File: config.mk
export PLATFORM = sky130hd
export DESIGN_NAME = regfile_mp_sb_flat
export DESIGN_NICKNAME = d
export VERILOG_FILES = /design/src/rtl/regfile_mp_sb_if.sv /design/src/rtl/regfile_mp_sb.sv /design/src/flat_wrapper.sv
export SDC_FILE = /design/constraint.sdc
export NUM_CORES = 2
export LEC_CHECK = 0
export BUFFER_PORTS_ARGS = -buffer_cell sky130_fd_sc_hd__buf_2
export CAP_MARGIN = 10
export CORE_UTILIZATION = 46
export CTS_CLUSTER_SIZE = 28
export DETAILED_ROUTE_END_ITERATION = 6
export GPL_TIMING_DRIVEN = 0
export PLACE_DENSITY = 0.71
export SLEW_MARGIN = 10
export SYNTH_ARGS = -nofsm -noshare
export SYNTH_HDL_FRONTEND = slang
export SYNTH_SLANG_ARGS = --single-unit
export TNS_END_PERCENT = 1
File: constraint.sdc
create_clock -name clk -period 103.7 [get_ports clk]
set_input_delay 15.555 -clock clk [delete_from_list [all_inputs] [get_ports clk]]
set_output_delay 15.555 -clock clk [all_outputs]
set_load 0.1 [all_outputs]
File: src/rtl/regfile_mp_sb_if.sv
// Bus bundle for the multi-port register file: write/read ports, scoreboard set,
// and the streaming dump channel.
interface regfile_mp_sb_if #(
  parameter int ADDR_WIDTH = 5,
  parameter int DATA_WIDTH = 32,
  parameter int NUM_RD     = 2,
  parameter int NUM_WR     = 1
);
  logic [NUM_WR-1:0]            wen;
  logic [NUM_WR*ADDR_WIDTH-1:0] waddr;
  logic [NUM_WR*DATA_WIDTH-1:0] wdata;
  logic [NUM_RD*ADDR_WIDTH-1:0] raddr;
  logic [NUM_RD*DATA_WIDTH-1:0] rdata;
  logic [NUM_RD-1:0]            rbusy;
  logic                         sb_set;
  logic [ADDR_WIDTH-1:0]        sb_addr;
  logic                         dump_req;
  logic                         dump_valid;
  logic                         dump_ready;
  logic [ADDR_WIDTH-1:0]        dump_idx;
  logic [DATA_WIDTH-1:0]        dump_data;
  logic                         dump_last;
  logic                         dump_done;

  modport master (
    output wen, waddr, wdata, raddr, sb_set, sb_addr, dump_req, dump_ready,
    input  rdata, rbusy, dump_valid, dump_idx, dump_data, dump_last, dump_done
  );

  modport slave (
    input  wen, waddr, wdata, raddr, sb_set, sb_addr, dump_req, dump_ready,
    output rdata, rbusy, dump_valid, dump_idx, dump_data, dump_last, dump_done
  );
endinterface

File: src/rtl/regfile_mp_sb.sv
// Multi-port integer register file with optional write bypass, pending scoreboard
// and a valid/ready dump engine that streams every register in index order.
module regfile_mp_sb #(
  parameter int ADDR_WIDTH = 5,
  parameter int DATA_WIDTH = 32,
  parameter int NUM_RD     = 2,
  parameter int NUM_WR     = 1,
  parameter int BYPASS     = 1
) (
  input logic            clk,
  input logic            rst,
  regfile_mp_sb_if.slave bus
);
  localparam int DEPTH = 1 << ADDR_WIDTH;
  localparam logic [ADDR_WIDTH-1:0] LAST_IDX = ADDR_WIDTH'(DEPTH - 1);

  typedef enum logic {S_IDLE, S_STREAM} state_t;

  logic [DATA_WIDTH-1:0] rf_q [DEPTH];
  logic [DATA_WIDTH-1:0] rf_d [DEPTH];
  logic [DEPTH-1:0]      pend_q, pend_d;
  state_t                state_q, state_d;
  logic [ADDR_WIDTH-1:0] dump_idx_q, dump_idx_d;
  logic                  dump_done_q, dump_done_d;

  logic [ADDR_WIDTH-1:0] wa [NUM_WR];
  logic [DATA_WIDTH-1:0] wd [NUM_WR];
  logic [ADDR_WIDTH-1:0] ra [NUM_RD];
  logic [NUM_RD*DATA_WIDTH-1:0] rdata_c;
  logic [NUM_RD-1:0]            rbusy_c;

  for (genvar k = 0; k < NUM_WR; k++) begin : g_wr
    assign wa[k] = bus.waddr[k*ADDR_WIDTH +: ADDR_WIDTH];
    assign wd[k] = bus.wdata[k*DATA_WIDTH +: DATA_WIDTH];
  end

  for (genvar j = 0; j < NUM_RD; j++) begin : g_rd
    assign ra[j] = bus.raddr[j*ADDR_WIDTH +: ADDR_WIDTH];
  end

  // Ascending port loop makes the highest-numbered port win on index conflicts.
  always_comb begin
    rf_d = rf_q;
    for (int k = 0; k < NUM_WR; k++) begin
      if (bus.wen[k] && (wa[k] != '0)) rf_d[wa[k]] = wd[k];
    end
  end

  // Clears applied before the set so a same-cycle issue keeps the bit pending.
  always_comb begin
    pend_d = pend_q;
    for (int k = 0; k < NUM_WR; k++) begin
      if (bus.wen[k]) pend_d[wa[k]] = 1'b0;
    end
    if (bus.sb_set && (bus.sb_addr != '0)) pend_d[bus.sb_addr] = 1'b1;
    pend_d[0] = 1'b0;
  end

  always_comb begin
    rdata_c = '0;
    rbusy_c = '0;
    for (int j = 0; j < NUM_RD; j++) begin
      rdata_c[j*DATA_WIDTH +: DATA_WIDTH] = rf_q[ra[j]];
      if (BYPASS != 0) begin
        for (int k = 0; k < NUM_WR; k++) begin
          if (bus.wen[k] && (wa[k] == ra[j])) rdata_c[j*DATA_WIDTH +: DATA_WIDTH] = wd[k];
        end
      end
      if (ra[j] == '0) rdata_c[j*DATA_WIDTH +: DATA_WIDTH] = '0;
      rbusy_c[j] = pend_q[ra[j]];
    end
  end

  assign bus.rdata = rdata_c;
  assign bus.rbusy = rbusy_c;

  always_ff @(posedge clk or posedge rst) begin
    if (rst) begin
      for (int i = 0; i < DEPTH; i++) rf_q[i] <= '0;
      pend_q      <= '0;
      state_q     <= S_IDLE;
      dump_idx_q  <= '0;
      dump_done_q <= 1'b0;
    end else begin
      rf_q        <= rf_d;
      pend_q      <= pend_d;
      state_q     <= state_d;
      dump_idx_q  <= dump_idx_d;
      dump_done_q <= dump_done_d;
    end
  end

  always_comb begin
    state_d     = state_q;
    dump_idx_d  = dump_idx_q;
    dump_done_d = 1'b0;
    case (state_q)
      S_IDLE: begin
        if (bus.dump_req) begin
          state_d    = S_STREAM;
          dump_idx_d = '0;
        end
      end
      S_STREAM: begin
        if (bus.dump_ready) begin
          if (dump_idx_q == LAST_IDX) begin
            state_d     = S_IDLE;
            dump_idx_d  = '0;
            dump_done_d = 1'b1;
          end else begin
            dump_idx_d = dump_idx_q + ADDR_WIDTH'(1);
          end
        end
      end
      default: state_d = S_IDLE;
    endcase
  end

  // Beat data is read live from the array so writes before acceptance show up.
  always_comb begin
    bus.dump_valid = (state_q == S_STREAM);
    bus.dump_idx   = dump_idx_q;
    bus.dump_data  = rf_q[dump_idx_q];
    bus.dump_last  = (state_q == S_STREAM) && (dump_idx_q == LAST_IDX);
    bus.dump_done  = dump_done_q;
  end
endmodule

File: src/flat_wrapper.sv
// flat-port wrapper written by rule: the top's interface ports become plain ports
module regfile_mp_sb_flat 
#(
  parameter int ADDR_WIDTH = 5,
  parameter int DATA_WIDTH = 32,
  parameter int NUM_RD     = 2,
  parameter int NUM_WR     = 1,
  parameter int BYPASS     = 1
)
  (clk, rst, bus_wen, bus_waddr, bus_wdata, bus_raddr, bus_sb_set, bus_sb_addr, bus_dump_req, bus_dump_ready, bus_rdata, bus_rbusy, bus_dump_valid, bus_dump_idx, bus_dump_data, bus_dump_last, bus_dump_done);
  regfile_mp_sb_if #(.ADDR_WIDTH(ADDR_WIDTH), .DATA_WIDTH(DATA_WIDTH), .NUM_RD(NUM_RD), .NUM_WR(NUM_WR)) bus_i ();
  input logic clk;
  input logic rst;
  input wire logic [$bits(bus_i.wen)-1:0] bus_wen;
  input wire logic [$bits(bus_i.waddr)-1:0] bus_waddr;
  input wire logic [$bits(bus_i.wdata)-1:0] bus_wdata;
  input wire logic [$bits(bus_i.raddr)-1:0] bus_raddr;
  input wire logic [$bits(bus_i.sb_set)-1:0] bus_sb_set;
  input wire logic [$bits(bus_i.sb_addr)-1:0] bus_sb_addr;
  input wire logic [$bits(bus_i.dump_req)-1:0] bus_dump_req;
  input wire logic [$bits(bus_i.dump_ready)-1:0] bus_dump_ready;
  output wire logic [$bits(bus_i.rdata)-1:0] bus_rdata;
  output wire logic [$bits(bus_i.rbusy)-1:0] bus_rbusy;
  output wire logic [$bits(bus_i.dump_valid)-1:0] bus_dump_valid;
  output wire logic [$bits(bus_i.dump_idx)-1:0] bus_dump_idx;
  output wire logic [$bits(bus_i.dump_data)-1:0] bus_dump_data;
  output wire logic [$bits(bus_i.dump_last)-1:0] bus_dump_last;
  output wire logic [$bits(bus_i.dump_done)-1:0] bus_dump_done;
  assign bus_i.wen = bus_wen;
  assign bus_i.waddr = bus_waddr;
  assign bus_i.wdata = bus_wdata;
  assign bus_i.raddr = bus_raddr;
  assign bus_i.sb_set = bus_sb_set;
  assign bus_i.sb_addr = bus_sb_addr;
  assign bus_i.dump_req = bus_dump_req;
  assign bus_i.dump_ready = bus_dump_ready;
  assign bus_rdata = bus_i.rdata;
  assign bus_rbusy = bus_i.rbusy;
  assign bus_dump_valid = bus_i.dump_valid;
  assign bus_dump_idx = bus_i.dump_idx;
  assign bus_dump_data = bus_i.dump_data;
  assign bus_dump_last = bus_i.dump_last;
  assign bus_dump_done = bus_i.dump_done;
  regfile_mp_sb #(.ADDR_WIDTH(ADDR_WIDTH), .DATA_WIDTH(DATA_WIDTH), .NUM_RD(NUM_RD), .NUM_WR(NUM_WR), .BYPASS(BYPASS)) u_core (.clk(clk), .rst(rst), .bus(bus_i));
endmodule
* Word-level counts from Yosys, hierarchy flattened *
Cells that the tools add are included.
Widths: inputs -> output; s select.

storage, ports and cells
  flip-flop bits (word level) = 1,062

operators by class
  mux-type cells = 37
  equal/unequal tests = 5
  order comparisons = 11
  reductions and logical operators = 13
  add/sub/neg operators = 1
  bitwise operators = 8

operator list
  kind                 count
  $bwmux 1024          1
  $bmux 32 s5          3
  $mux 32              13
  $demux 32 s5         1
  $and 32x32->32       1
  $not 32->32          1
  $or 32x32->32        1
  $ge 6x6->1 const B   4
  $lt 5x6->1 const B   4
  $not 5->6            4
  $mux 5               3
  $bmux 1 s5           2
  $demux 1 s5          2
  $eq 5x5->1           2
  $ge 5x1->1 const B   2
  $logic_not 5->1      2
  $mux 1               10
  $pmux 5 s2           1
  $reduce_bool 5->1    2
  $logic_and 1x1->1    8
  $lt 6x1->1 const B   1
  $add 5x1->5 const B  1
  $eq 5x5->1 const B   1
  $ne 2x2->1 const B   2
  3 further kinds      3

* Logic depth before layout (Yosys ltp) *
  depth after elaboration = 9
  mapped depth = 10
  depth with buffers taken out = 7

* Worst setup path after synthesis *
OpenSTA, ideal clock, no wires.

  path type = input to output
  start point = input port bus_raddr[0]
  end point = output port bus_rdata[30]
  path buffers = 4
  path slack = 69.012 ns
  stages on the path = 9
  arrival = 19.133 ns
  path through = buf_6 > buf_12 > buf_8 > buf_8 > mux2i_1 > a22o_1 > a2111oi_0 > a211oi_1 > a211oi_1

on the way
  cells in the longest elaborated chain, start to end = 6
  elaborated cells on any way between the ends = 9
  those cells by class = 1 x eq/ne; 5 x mux; 1 x bitwise; 2 x reduce/logical

ends and longest elaborated chain
  item                                        line                 RTL
  from (decl)                                 flat_wrapper.sv:17   input wire logic [$bits(bus_i.raddr)-1:0] bus_raddr;
  $not 5->6 (implied by the code)             regfile_mp_sb.sv:63  rdata_c[j*DATA_WIDTH +: DATA_WIDTH] = rf_q[ra[j]];
  $bmux 32 s5                                 regfile_mp_sb.sv:63
  $mux 32 (implied by the code) (2 in a row)  regfile_mp_sb.sv:63
  $mux 32                                     regfile_mp_sb.sv:66  if (bus.wen[k] && (wa[k] == ra[j])) rdata_c[j*DATA_WIDTH +: DATA_WIDTH] = wd[k];
  $mux 32 *                                   regfile_mp_sb.sv:69  if (ra[j] == '0) rdata_c[j*DATA_WIDTH +: DATA_WIDTH] = '0;
  to (decl)                                   flat_wrapper.sv:22   output wire logic [$bits(bus_i.rdata)-1:0] bus_rdata;

Every way passes the cells marked *; elsewhere a longest branch is shown, timed or not. The select of a mux whose other input is x is not followed.

* Worst setup path in the final report *
  start point = input port bus_raddr[4]
  end point = output port bus_rdata[26]

Same word-level chain as after synthesis.

==> results.json <==
{
  "status": "finished with violations",
  "violations": "design-rule violations, max-capacitance violations, max-slew violations",
  "cts_setup_buffers": 0,
  "endpoint_kind": "output port",
  "tns_ps": 0,
  "critPathKind": "input port to output port",
  "fin_nets": 5332,
  "synth.net_count": 4980,
  "drt_iter0_markers": 11845,
  "cp-start-kind": "input port",
  "peakVddDrop_uv": 37.34,
  "die_y_um": 380.3,
  "track_usage_pct": 61.35,
  "hp-start": "u_core.rf_q[1013]",
  "ys_seq_area_share_pct": 40.37,
  "root_buffer": "clkbuf_16",
  "crit_arrival_ps": 22210,
  "nFillCells": 12155,
  "gp_congestion": 1.114,
  "grt_max_degree": 112,
  "final_area_um2": 75770,
  "drive_gt1_share_pct": 46.06,
  "grt_pass1_vias": 56023,
  "regToRegStartpoint": "u_core.bus.dump_idx[3]",
  "maxCapViolCount": 13,
  "core_um2": 141800,
  "start_util_pct": 46.44,
  "postCtsHoldBufs": 0,
  "area_delta_synth_final_pct": 15.10,
  "post-route-period-util_pct": 36.42,
  "slew_violations": 109,
  "cts.sinks": 1062,
  "clk_latency_ps": 820,
  "synth_edf_count": 0,
  "numCtsBuffers": 132,
  "path_max_fanout": 10,
  "wl_met1_um": 145400,
  "wl_met2_um": 166500,
  "relSlewSlack_pct": -6.863,
  "postSynthCellCount": 4920,
  "ctsResizeCount": 0,
  "hold_viol_final": 0,
  "async_reset_ff_share_pct": 100.0,
  "viasPerCell": 8.471,
  "dr.pass1.iters": 7,
  "cts.reportedPaths.clkPinSlew_ps": 60,
  "highest_layer": "met5",
  "routed-wl-met3_um": 81010,
  "fin_worst_skew_ps": 14.45,
  "p_per_area_nw_per_um2": 25.45,
  "cts_max_path_buffers": 3,
  "tightest_slew_ps": 1603,
  "total_power_mw": 1.928,
  "fmax_mhz": 26.48,
  "dpl.hpwl_um": 310600,
  "hold_path_class": "register to register",
  "drcViolationCount": 38,
  "avgSynthCellArea_um2": 13.38,
  "num_vias": 62655,
  "critPathRequiredTime_ps": 88150,
  "ys.flop_type": "dfrtp_1",
  "fp-row-count": 138,
  "die_x_um": 380.3,
  "grt_overflow": 0,
  "startpoint": "bus_raddr[4]",
  "detail-route-antenna-nets": 0,
  "htree_num_levels": 4,
  "ios": 164,
  "antenna_found_initial": 80,
  "ys_types": 54,
  "grt_pass1_wl_um": 572100,
  "drt_wl_total_um": 449600,
  "rsz0062_at_grt": "false",
  "io_buffers": 150,
  "avgRoutedWirePerCell_um": 60.79,
  "p_leak_nw": 32.05,
  "synth-seq-cells": 1062,
  "min_period_ps": 37770,
  "yosysWarnings": 0,
  "cts_tree": "yes",
  "synth_area_um2": 65830,
  "die_area_um2": 144600,
  "dpl_cell_area_um2": 70690,
  "finalSetupViolCount": 0
}
## area by class of cell
| cell class | instances | area (um2) | area share (%) |
|---|---|---|---|
| Antenna cell | 132 | 330.3 | 0.4360 |
| Buffer | 563 | 2709 | 3.575 |
| Clock buffer | 185 | 3795 | 5.009 |
| Clock inverter | 51 | 869.6 | 1.148 |
| Inverter | 7 | 33.78 | 0.04459 |
| Multi-Input combinational cell | 3288 | 36830 | 48.62 |
| Sequential cell | 1062 | 26580 | 35.08 |
| Tap cell | 1890 | 2365 | 3.121 |
| Timing Repair Buffer | 218 | 2255 | 2.976 |
## worst paths after layout
| path | cells past startpoint | slack [ps] | to |
|---|---|---|---|
| worst max register to register | 8 | 99840 | u_core.bus.dump_idx[3] |
| worst min-delay path | 1 | 500 | u_core.rf_q[1013] |
| max in group asynchronous | 6 | 86640 | u_core.rf_q[825] |
| worst min register to register | 1 | 500 | u_core.rf_q[1013] |
| min in group asynchronous | 2 | 14720 | u_core.pend_q[23] |
| worst max-delay path | 10 | 65930 | bus_rdata[26] |
## sequential cells by signal, indices dropped and copies added, names as in the netlist
signal                 flops
u_core.rf_q             1024
u_core.bus.dump_valid      1
u_core.bus.dump_done       1
u_core.bus.dump_idx        5
u_core.pend_q             31
## stage by stage
step / cells / setup WS, ps / util [%] / hold WS [ps]
after floorplan: 4920 / 58250 / - / 458.0
after global placement: 6960 / 44710 / 48.63 / 471.3
after detailed placement: 7024 / 67320 / 49.87 / 486.0
after CTS: 7260 / 67310 / 53.16 / 501.4
after global routing: 7285 / 66890 / 53.25 / 517.9
final: 7396 / 65930 / 53.45 / 502.3
## placed cells by master (no fill, tap or decap), types with 12 or more instances in the layout
| master | synthesis | layout |
|---|---|---|
| nor2_1 | 115 | 101 |
| a211oi_1 | 59 | 59 |
| buf_16 | 0 | 38 |
| nand2_1 | 94 | 92 |
| nor4_1 | 37 | 34 |
| buf_4 | 39 | 43 |
| a21boi_0 | 32 | 32 |
| bufinv_16 | 0 | 18 |
| buf_8 | 3 | 13 |
| mux2_2 | 1149 | 1149 |
| clkbuf_2 | 0 | 101 |
| a22oi_1 | 16 | 16 |
| o22ai_1 | 113 | 113 |
| a22o_1 | 70 | 70 |
| o221ai_1 | 96 | 96 |
| o21ai_0 | 130 | 127 |
| nor3b_1 | 18 | 16 |
| a221o_1 | 21 | 21 |
| nor2b_1 | 74 | 73 |
| nand3_1 | 12 | 12 |
| buf_1 | 56 | 31 |
| clkbuf_1 | 320 | 246 |
| a21oi_1 | 100 | 100 |
| diode_2 | 0 | 132 |
| clkbuf_8 | 0 | 25 |
| clkinv_2 | 0 | 17 |
| nor3_1 | 43 | 42 |
| clkbuf_16 | 0 | 135 |
| buf_6 | 10 | 12 |
| o31ai_1 | 34 | 32 |
| a2111oi_0 | 20 | 14 |
| a221oi_1 | 39 | 39 |
| mux2i_1 | 381 | 381 |
| buf_2 | 134 | 310 |
| buf_12 | 1 | 12 |
| mux4_2 | 541 | 541 |
| dfrtp_1 | 1062 | 1062 |
## power breakdown
group	internal, mW	total (mW)	switching, mW
clock	0.302	0.514	0.212
combinational	0.261	0.831	0.570
sequential	0.494	0.582	0.0882
## worst max-delay path, stage by stage
cell and delay (ps):
buf_2 230, buf_2 700, buf_2 820, clkbuf_2 570, buf_12 290, nand2_1 950
o22ai_1 950, a31oi_1 370, a211oi_1 1110, buf_2 600
## logic make-up after synthesis
logic type / share of synthesized area (%)
simple gates: 3.435
compound gates: 8.147
xor+xnor: 0.1330
mux: 43.96
fa+ha+maj: 0.03801
flops: 40.37
buf+inv: 3.917
## synthesized netlist by cell type, types with 12 or more instances
| cell type | count | area [um2] |
|---|---|---|
| mux2_2 | 1149 | 12940 |
| nor2b_1 | 74 | 462.9 |
| a2111oi_0 | 20 | 175.2 |
| nor3b_1 | 18 | 135.1 |
| nand3_1 | 12 | 60.06 |
| buf_4 | 39 | 292.8 |
| nor2_1 | 115 | 431.7 |
| buf_1 | 56 | 210.2 |
| o21ai_0 | 130 | 650.6 |
| a211oi_1 | 59 | 442.9 |
| a22o_1 | 70 | 613.1 |
| clkbuf_1 | 320 | 1201 |
| mux4_2 | 541 | 12180 |
| a221o_1 | 21 | 210.2 |
| nor4_1 | 37 | 231.5 |
| dfrtp_1 | 1062 | 26580 |
| mux2i_1 | 381 | 3814 |
| o31ai_1 | 34 | 255.2 |
| a21boi_0 | 32 | 240.2 |
| o221ai_1 | 96 | 840.8 |
| a21oi_1 | 100 | 500.5 |
| o22ai_1 | 113 | 706.9 |
| nor3_1 | 43 | 215.2 |
| buf_2 | 134 | 670.6 |
| nand2_1 | 94 | 352.8 |
| a22oi_1 | 16 | 120.1 |
| a221oi_1 | 39 | 341.6 |
## metal layers
metal  GRT usage (%)  vias up
met1           65.83    31858
met3           44.03     2722
li1                -    20231
met5           8.234        -
met4           59.85       47
met2           75.52     7797
Power figures use the tool's default switching activity.
